$ cat config.mk
export PLATFORM = sky130hd
export DESIGN_NAME = player_ctrl
export DESIGN_NICKNAME = d
export VERILOG_FILES = /design/src/rtl/player_ctrl.sv
export SDC_FILE = /design/constraint.sdc
export NUM_CORES = 1
export LEC_CHECK = 0
export ABC_AREA = 1
export BUFFER_PORTS_ARGS = -buffer_cell sky130_fd_sc_hd__buf_4
export CAP_MARGIN = 0
export CORE_MARGIN = 1
export CORE_UTILIZATION = 28
export CTS_BUF_LIST = sky130_fd_sc_hd__clkbuf_8
export CTS_CLUSTER_DIAMETER = 40
export DETAILED_ROUTE_END_ITERATION = 12
export GPL_TIMING_DRIVEN = 1
export PLACE_DENSITY_LB_ADDON = 0.25
export SLEW_MARGIN = 10
export SYNTH_ARGS = -nofsm -noshare
export SYNTH_HDL_FRONTEND = slang
export SYNTH_SLANG_ARGS = --single-unit
$ cat constraint.sdc
create_clock -name clk -period 4.6 [get_ports clk]
set_clock_uncertainty 0.05 [all_clocks]
set_input_delay 0.23 -clock clk [delete_from_list [all_inputs] [get_ports clk]]
set_output_delay 0.23 -clock clk [all_outputs]
set_load 0.02 [all_outputs]
$ cat src/rtl/player_ctrl.sv
// player_ctrl: player-ship controller for the VGA playfield.
// Keeps the ship anchor position, applies clamped per-frame moves on both
// axes, and streams the ship's SPRITE_W x SPRITE_H footprint to the VGA
// plot interface one pixel per cycle in either draw or erase colour.
module player_ctrl #(
  parameter int X_WIDTH  = 8,
  parameter int Y_WIDTH  = 7,
  parameter int SPRITE_W = 2,
  parameter int SPRITE_H = 4,
  parameter int X_START  = 155,
  parameter int Y_START  = 0,
  parameter int X_MIN    = 0,
  parameter int X_MAX    = 158,
  parameter int Y_MIN    = 0,
  parameter int Y_MAX    = 116,
  parameter int STEP     = 1,
  parameter int COLOUR_W = 3,
  parameter logic [COLOUR_W-1:0] COLOUR = 3'b111
) (
  input  logic                clk,
  input  logic                reset_n,
  input  logic                frame_tick,
  input  logic                move_up,
  input  logic                move_down,
  input  logic                move_left,
  input  logic                move_right,
  input  logic                draw_req,
  input  logic                erase,
  output logic                busy,
  output logic                plot,
  output logic [X_WIDTH-1:0]  x_out,
  output logic [Y_WIDTH-1:0]  y_out,
  output logic [COLOUR_W-1:0] colour_out,
  output logic                done,
  output logic [X_WIDTH-1:0]  pos_x,
  output logic [Y_WIDTH-1:0]  pos_y
);

  // Sprite column/row counters need at least one bit even for 1-pixel sprites.
  localparam int CXW = (SPRITE_W > 1) ? $clog2(SPRITE_W) : 1;
  localparam int CYW = (SPRITE_H > 1) ? $clog2(SPRITE_H) : 1;
  localparam logic [CXW-1:0] CX_LAST = CXW'(SPRITE_W - 1);
  localparam logic [CYW-1:0] CY_LAST = CYW'(SPRITE_H - 1);

  // Limits in one-bit-wider arithmetic so clamping never sees a wrapped value.
  localparam int XW1 = X_WIDTH + 1;
  localparam int YW1 = Y_WIDTH + 1;
  localparam logic [XW1-1:0] X_LO   = XW1'(X_MIN + STEP);
  localparam logic [XW1-1:0] X_HI   = XW1'(X_MAX);
  localparam logic [XW1-1:0] X_STEP = XW1'(STEP);
  localparam logic [YW1-1:0] Y_LO   = YW1'(Y_MIN + STEP);
  localparam logic [YW1-1:0] Y_HI   = YW1'(Y_MAX);
  localparam logic [YW1-1:0] Y_STEP = YW1'(STEP);

  typedef enum logic [1:0] {
    IDLE,
    DRAW,
    DONE
  } state_t;

  state_t                state_q, state_d;
  logic [X_WIDTH-1:0]    pos_x_q, pos_x_d;
  logic [Y_WIDTH-1:0]    pos_y_q, pos_y_d;
  logic [X_WIDTH-1:0]    base_x_q, base_x_d;
  logic [Y_WIDTH-1:0]    base_y_q, base_y_d;
  logic                  erase_q, erase_d;
  logic [CXW-1:0]        cx_q, cx_d;
  logic [CYW-1:0]        cy_q, cy_d;
  logic                  busy_q, busy_d;
  logic                  plot_q, plot_d;
  logic                  done_q, done_d;
  logic [X_WIDTH-1:0]    x_out_q, x_out_d;
  logic [Y_WIDTH-1:0]    y_out_q, y_out_d;
  logic [COLOUR_W-1:0]   colour_q, colour_d;
  logic [XW1-1:0]        xWide;
  logic [YW1-1:0]        yWide;
  logic                  moveEnable;

  // Clamped anchor update, only on a frame tick while no pass is running.
  always_comb begin
    pos_x_d    = pos_x_q;
    pos_y_d    = pos_y_q;
    xWide      = {1'b0, pos_x_q};
    yWide      = {1'b0, pos_y_q};
    moveEnable = frame_tick && (state_q == IDLE);
    if (moveEnable) begin
      if (move_left && !move_right) begin
        pos_x_d = (xWide >= X_LO) ? (pos_x_q - X_WIDTH'(STEP)) : X_WIDTH'(X_MIN);
      end else if (move_right && !move_left) begin
        pos_x_d = ((xWide + X_STEP) <= X_HI) ? X_WIDTH'(xWide + X_STEP) : X_WIDTH'(X_MAX);
      end
      if (move_up && !move_down) begin
        pos_y_d = (yWide >= Y_LO) ? (pos_y_q - Y_WIDTH'(STEP)) : Y_WIDTH'(Y_MIN);
      end else if (move_down && !move_up) begin
        pos_y_d = ((yWide + Y_STEP) <= Y_HI) ? Y_WIDTH'(yWide + Y_STEP) : Y_WIDTH'(Y_MAX);
      end
    end
  end

  // Draw sequencer: next state plus the registered pixel stream for the next cycle.
  always_comb begin
    state_d  = state_q;
    base_x_d = base_x_q;
    base_y_d = base_y_q;
    erase_d  = erase_q;
    cx_d     = cx_q;
    cy_d     = cy_q;
    busy_d   = busy_q;
    plot_d   = 1'b0;
    done_d   = 1'b0;
    x_out_d  = x_out_q;
    y_out_d  = y_out_q;
    colour_d = colour_q;
    unique case (state_q)
      IDLE: begin
        if (draw_req) begin
          state_d  = DRAW;
          base_x_d = pos_x_q;
          base_y_d = pos_y_q;
          erase_d  = erase;
          cx_d     = '0;
          cy_d     = '0;
          busy_d   = 1'b1;
          plot_d   = 1'b1;
          x_out_d  = pos_x_q;
          y_out_d  = pos_y_q;
          colour_d = erase ? '0 : COLOUR;
        end
      end
      DRAW: begin
        if ((cx_q == CX_LAST) && (cy_q == CY_LAST)) begin
          state_d = DONE;
          done_d  = 1'b1;
        end else begin
          if (cx_q == CX_LAST) begin
            cx_d = '0;
            cy_d = cy_q + CYW'(1);
          end else begin
            cx_d = cx_q + CXW'(1);
          end
          plot_d   = 1'b1;
          x_out_d  = base_x_q + X_WIDTH'(cx_d);
          y_out_d  = base_y_q + Y_WIDTH'(cy_d);
          colour_d = erase_q ? '0 : COLOUR;
        end
      end
      DONE: begin
        state_d = IDLE;
        busy_d  = 1'b0;
      end
      default: begin
        state_d = IDLE;
        busy_d  = 1'b0;
      end
    endcase
  end

  // State and output registers with synchronous active-low reset.
  always_ff @(posedge clk) begin
    if (!reset_n) begin
      state_q  <= IDLE;
      pos_x_q  <= X_WIDTH'(X_START);
      pos_y_q  <= Y_WIDTH'(Y_START);
      base_x_q <= '0;
      base_y_q <= '0;
      erase_q  <= 1'b0;
      cx_q     <= '0;
      cy_q     <= '0;
      busy_q   <= 1'b0;
      plot_q   <= 1'b0;
      done_q   <= 1'b0;
      x_out_q  <= '0;
      y_out_q  <= '0;
      colour_q <= '0;
    end else begin
      state_q  <= state_d;
      pos_x_q  <= pos_x_d;
      pos_y_q  <= pos_y_d;
      base_x_q <= base_x_d;
      base_y_q <= base_y_d;
      erase_q  <= erase_d;
      cx_q     <= cx_d;
      cy_q     <= cy_d;
      busy_q   <= busy_d;
      plot_q   <= plot_d;
      done_q   <= done_d;
      x_out_q  <= x_out_d;
      y_out_q  <= y_out_d;
      colour_q <= colour_d;
    end
  end

  assign busy       = busy_q;
  assign plot       = plot_q;
  assign done       = done_q;
  assign x_out      = x_out_q;
  assign y_out      = y_out_q;
  assign colour_out = colour_q;
  assign pos_x      = pos_x_q;
  assign pos_y      = pos_y_q;

endmodule

==> results of run 1 <==
[layout make-up]
| class | count | area, µm² | share of cell area, % |
|---|---|---|---|
| Multi-Input combinational cell | 330 | 1800 | 48.3 |
| Sequential cell | 55 | 1100 | 29.6 |
| Timing Repair Buffer | 44 | 330 | 8.89 |
| Inverter | 52 | 195 | 5.25 |
| Tap cell | 140 | 175 | 4.72 |
| Clock buffer | 6 | 82.6 | 2.22 |
| Clock inverter | 2 | 35.0 | 0.943 |
[kinds of logic (layout without fill, tap and decap cells)]
kind of cell	after synthesis	in the layout	synth area share, %
flops	55	55	34.7
xor+xnor	15	15	4.14
buf+inv	69	104	8.75
compound gates	128	128	21.0
fa+ha+maj	15	15	6.15
simple gates	172	172	25.3
[worst reg2reg max path, cell delays in order (launching register included)]
cell	delay (ps)
dfxtp_1	350
nor2_1	160
nand2_1	290
nand2_1	620
inv_2	300
a21oi_1	200
o21ai_0	100
a21oi_1	130
[through the flow]
stage	total power [W]	std cells	utilization [%]	hold WS, ps	worst slack [ps]
CTS	0.00123	629	34.0	135	2290
detailed placement	0.000892	621	32.9	411	2310
finish	0.00122	629	34.0	145	2320
global placement	0.000892	621	32.9	410	2450
global route	0.00130	629	34.0	130	2060
floorplan	0.000788	454	-	347	2600
[synthesized netlist by cell type (6+ instances only)]
library cell  instances  area [µm²]
a21oi_1              57         285
clkbuf_1             10        37.5
dfxtp_1              55        1100
ha_1                 14         175
inv_1                46         173
nand2_1              86         323
nand3_1              23         115
nor2_1               29         109
nor3_1                6        30.0
o21ai_0              56         280
xnor2_1               6        52.6
xor2_1                9        78.8
[sequential cells by signal, indices dropped and copies added, names as in the netlist]
signal and flops:
colour_out 1, cx_q 1, cy_q 2, x_out 8, plot 1, done 1, erase_q 1, busy 1
pos_y 7, base_y_q 7, base_x_q 8, state_q 2, y_out 7, pos_x 8
[worst paths after layout]
check / end / slack [ps] / cells past startpoint
setup / recovery: x_out[6] / 2320 / 7
hold / removal: erase_q / 150 / 3
setup reg to reg: x_out[6] / 2320 / 7
hold reg to reg: x_out[6] / 430 / 2
[power groups by stage]
stage | Combinational [W] | Sequential [W] | Clock [W]
after floorplan | 0.000196 | 0.000592 | 0
after global placement | 0.000314 | 0.000577 | 0
after detailed placement | 0.000315 | 0.000577 | 0
after CTS | 0.000316 | 0.000566 | 0.000348
after global routing | 0.000355 | 0.000573 | 0.000367
final | 0.000316 | 0.000566 | 0.000337
[metal layers]
layer / global-route usage (%) / wire length (µm) / vias up / share of wire, %
li1: - / - / 1569 / -
met1: 21.6 / 4410 / 1397 / 52
met2: 24.0 / 3690 / 64 / 43
met3: 2.65 / 360 / 6 / 4.2
met4: 3.28 / 58 / 0 / 0.68
met5: 0 / 0 / - / 0
[layout by cell type (no fill, tap or decap), types with 9 or more instances in the layout]
cell type | netlist | layout
ha_1 | 14 | 14
o21ai_0 | 56 | 56
nor2_1 | 29 | 29
inv_1 | 46 | 46
dfxtp_1 | 55 | 55
buf_4 | 2 | 44
nand3_1 | 23 | 23
a21oi_1 | 57 | 57
nand2_1 | 86 | 86
xor2_1 | 9 | 9
==> flow_metrics.tcl, run 1 <==
set metrics [dict create \
    status "finished clean" \
    area_growth_pct 17.0 \
    cts_resized 0 \
    num_vias 3036 \
    syn-instance-count 454 \
    ant_nets 0 \
    pin_count 45 \
    synth_seq_cells 55 \
    clock-root-buffer "clkbuf_8" \
    grt_pass1_wl_mm 14.2 \
    timing.final.crit_period_ps 2280 \
    worstPathCellList "nor2_1 -> nand2_1 -> nand2_1 -> inv_2 -> a21oi_1 -> o21ai_0 -> a21oi_1" \
    nFillCells 1196 \
    drcViolationCount 0 \
    first_pass_iters 4 \
    synth_nets 478 \
    grt.overflow.total 0 \
    die_w_um 108 \
    peakVddDrop_v 0.000139 \
    dp_hpwl_mm 6.24 \
    die_area_um2 11800 \
    hold_violations 0 \
    p_int_w 0.000809 \
    portBuffers 44 \
    crit_family "simple AND/OR/NAND/NOR gates" \
    htree_levels 2 \
    cts_hold_buf 0 \
    finalMaxSlewViolations 0 \
    fin_nets 512 \
    hold_start "erase" \
    worst-path-max-fanout 20 \
    tightest_slew_ps 658 \
    grtUsageTotal_pct 15.2 \
    fmax_mhz 439 \
    critPathMaxStageDelay_ps 620 \
    pwr-share-comb_pct 25.9 \
    place_area_um2 3600 \
    cts_tree "done" \
    path_class "flop to flop" \
    startpoint "state_q[1]" \
    hold_path.class "input pin to flop" \
    pwr-share-clk_pct 27.6 \
    core_um2 10900 \
    cts.path.max_buffers 2 \
    dr.first_iter.drc_count 150 \
    ys.flop_type "dfxtp_1" \
    drive_above_1_share_pct 16.0 \
    clkSinkCount 55 \
    synth_edf_count 0 \
    die_h_um 108 \
    slowest_stage "nand2_1" \
    tns_ps 0 \
    crit_required_ps 4780 \
    path_buf_inv 1 \
    post_synth.cell_area_avg_um2 6.99 \
    yosys_warnings 0 \
    design_area_um2 3710 \
    path_clk_slew_ps 100 \
    rsz0062_at_grt "no" \
    synthArstFlopShare_pct 0 \
    p_sw_w 0.000410 \
    reg2reg_from "state_q[1]" \
    seqPwrFrac_pct 46.5 \
    period_share_pct 49.5 \
    setup_viol 0 \
    cts_buffers 5 \
    relSlewSlack_pct 56.0 \
    end_kind "flop" \
    antenna_found_initial 0 \
    diodes 0 \
    max-cap-violations 0 \
    worst_setup_path_start_kind "flop" \
    ys_seq_area_share_pct 34.7 \
    syn-cell-area_um2 3170 \
    arrival_ps 2460 \
    total_leakage_power_nw 1.67 \
    grt_max_degree 40 \
    cts_setup_buffers 0 \
    fp-row-count 38 \
    drt-total-wl_mm 8.53 \
    vias_per_cell 4.83 \
    clock_latency_ps 300 \
    gp_congestion 0.861 \
    power_density_nw_per_um2 328 \
    start_util_pct 29.0 \
    post_drt_wl_per_cell_um 13.6 \
    sw_frac_of_total_pct 33.6 \
    grt_pass1_vias 2877 \
    synth_cell_types 33 \
]
Power figures use the tool's default switching activity.
==> inputs of run 2 (changes only) <==
ABC_AREA = 0   (was 1)
clock period = 2.1 ns   (was 4.6 ns; I/O delays follow)
==> run 2 against run 1 <==
Compared with the run above: synthesized cell count up 4.6%; hold slack improved by 63 ps; fmax grew 8.5%; utilization rose by 2.5 points; critical endpoint is now y_out[6].
==> flow_metrics.tcl, run 2 <==
set metrics [dict create \
    die_area_um2 13600 \
    synth_nets 499 \
    arrival_ps 2310 \
    cts.path.max_buffers 2 \
    status "finished clean" \
    synth_top_area_cell "dfxtp_1" \
    synth_area_leaders "dfxtp_1 30%, nand2_1 6.6%, a21boi_0 5.9%" \
    synth_seq_cells 55 \
    clock_latency_ps 320 \
    area_growth_pct 25.8 \
    max-cap-violations 0 \
    synth_edf_count 0 \
    timing.final.crit_period_ps 2100 \
    dp_hpwl_mm 7.57 \
    diodes 0 \
    gp_congestion 0.862 \
    multi_input_comb_area_um2 2430 \
    syn-cell-area_um2 3690 \
    fmax_mhz 477 \
    path_clk_slew_ps 120 \
    total_leakage_power_nw 1.79 \
    dp_cells 689 \
    setup_viol 0 \
    synthMostInstantiatedCell "nand2_1" \
    core_um2 12700 \
    grt_pass1_wl_mm 17.3 \
    grt_pass1_vias 3495 \
    drcViolationCount 0 \
    final_common_cell "buf_4" \
    period_share_pct 99.8 \
    end_kind "flop" \
    yosys_warnings 0 \
    grtUsageTotal_pct 16.1 \
    drive_above_1_share_pct 26.8 \
    die_w_um 117 \
    portBuffers 44 \
    cts_tree "done" \
    pin_count 45 \
    clkSinkCount 55 \
    synthAdderAreaFrac_pct 5.30 \
    finalMaxSlewViolations 0 \
    tightest_slew_ps 644 \
    synth_compound_area_share_pct 26.3 \
    muxShareOfSynthArea_pct 0.815 \
    die_h_um 117 \
    worst_setup_path_start_kind "flop" \
    syn-instance-count 475 \
    post_synth.cell_area_avg_um2 7.76 \
    fp-row-count 41 \
    ys.flop_type "dfxtp_1" \
    synth_top_area_share_pct 29.9 \
    relSlewSlack_pct 56.9 \
    synth_top_family_by_area "simple AND/OR/NAND/NOR gates" \
    p_total_w 0.00259 \
    final_util_pct 36.4 \
    peakVddDrop_v 0.000295 \
    htree_levels 2 \
    ant_nets 0 \
    worst-path-max-fanout 3 \
    hold_violations 0 \
    final_cell_count_no_fill 701 \
    synthArstFlopShare_pct 0 \
    synth_simple_gate_area_share_pct 27.5 \
    cts_buffers 5 \
    antenna_found_initial 0 \
    synth_cell_types 67 \
    first_pass_iters 4 \
    grt.overflow.total 0 \
    path_class "flop to flop" \
    start_util_pct 29.0 \
    rsz0062_at_grt "yes" \
    synth_xor_xnor_area_share_pct 3.09 \
    fin_nets 552 \
    vias_per_cell 5.13 \
    final_cell_mix "91 x buf_4, 65 x nand2_1, 50 x dfxtp_1" \
    ff_latch_area_um2 1110 \
    synth_common_cells "65 x nand2_1, 55 x dfxtp_1, 37 x clkbuf_1" \
    dr.first_iter.drc_count 275 \
    grt_max_degree 62 \
    crit_required_ps 2310 \
    nFillCells 1376 \
    clock-root-buffer "clkbuf_8" \
    ys_seq_area_share_pct 29.9 \
    post_drt_wl_per_cell_um 15.1 \
    power_density_nw_per_um2 558 \
    hold_path.class "input pin to flop" \
    num_vias 3598 \
    drt-total-wl_mm 10.6 \
]
-- run 2: cells by family (layout without fill, tap and decap cells) --
logic type | Yosys count | in the layout
buffers and inverters | 64 | 118
XOR/XNOR | 13 | 13
flip-flops | 55 | 55
multiplexers | 3 | 3
AND/OR/NAND/NOR | 194 | 194
adder cells (fa/ha/maj) | 15 | 15
AO/OA/AOI/OAI | 131 | 131
-- run 2: per-layer routing --
layer | up-vias | global-route usage (%) | wire length, µm
met1 | 1723 | 20.5 | 5170
met5 | - | 0 | 0
li1 | 1810 | - | -
met3 | 7 | 2.39 | 305
met2 | 58 | 28.8 | 5030
met4 | 0 | 3.38 | 80
-- run 2: power breakdown --
part / switching, W / total, W / internal, W
combinational: 0.000422 / 0.000751 / 0.000329
sequential: 0.0000632 / 0.00117 / 0.00111
clock: 0.000390 / 0.000667 / 0.000278
total: 0.000875 / 0.00259 / 0.00171
-- run 2: cell type report --
class | count | area share (%)
multi-input combinational | 356 | 52.5
timing repair buffer | 92 | 15.0
sequential | 55 | 24.0
inverter | 18 | 1.67
clock buffer | 6 | 1.78
clock inverter | 2 | 0.378
tap | 172 | 4.64
-- run 2: critical path, stage by stage, from the launching register on --
cell and delay [ps]:
dfxtp_4 380, xor2_1 160, ha_2 210, inv_2 40, fa_2 350, nor2b_2 140
nand4_1 120, xor2_1 160, a211o_1 290, a21boi_1 120
-- run 2: per-stage QoR --
| stage | setup TNS, ps | area, µm² | hold WS [ps] | setup slack [ps] |
|---|---|---|---|---|
| 2_1_floorplan | -101 | 3750 | 200 | -101 |
| 4_1_cts | 0 | 4580 | 202 | 4.71 |
| 3_5_place_dp | -273 | 4420 | 332 | -133 |
| 5_1_grt | -240 | 4640 | 237 | -77.4 |
| 3_3_place_gp | -57.0 | 4420 | 330 | -39.0 |
| 6_report | 0 | 4640 | 208 | 3.27 |
-- run 2: path summary, 6_finish.rpt --
check / slack (ps) / end / startpoint / cells after the start
max: 3 / y_out[6] / cy_q[0] / 9
min: 210 / pos_x[2] / frame_tick / 5
max reg2reg: 3 / y_out[6] / cy_q[0] / 9
min reg2reg: 430 / erase_q / erase_q / 2
-- run 2: what timing repair did --
item | CTS | global route
endpoints found under the hold margin | 1 | 0
setup endpoints to repair | 5 | 16
pin swaps | 5 | 11
resized for setup | 10 | 16
setup buffers | 2 | 1
hold buffers | 1 | 0
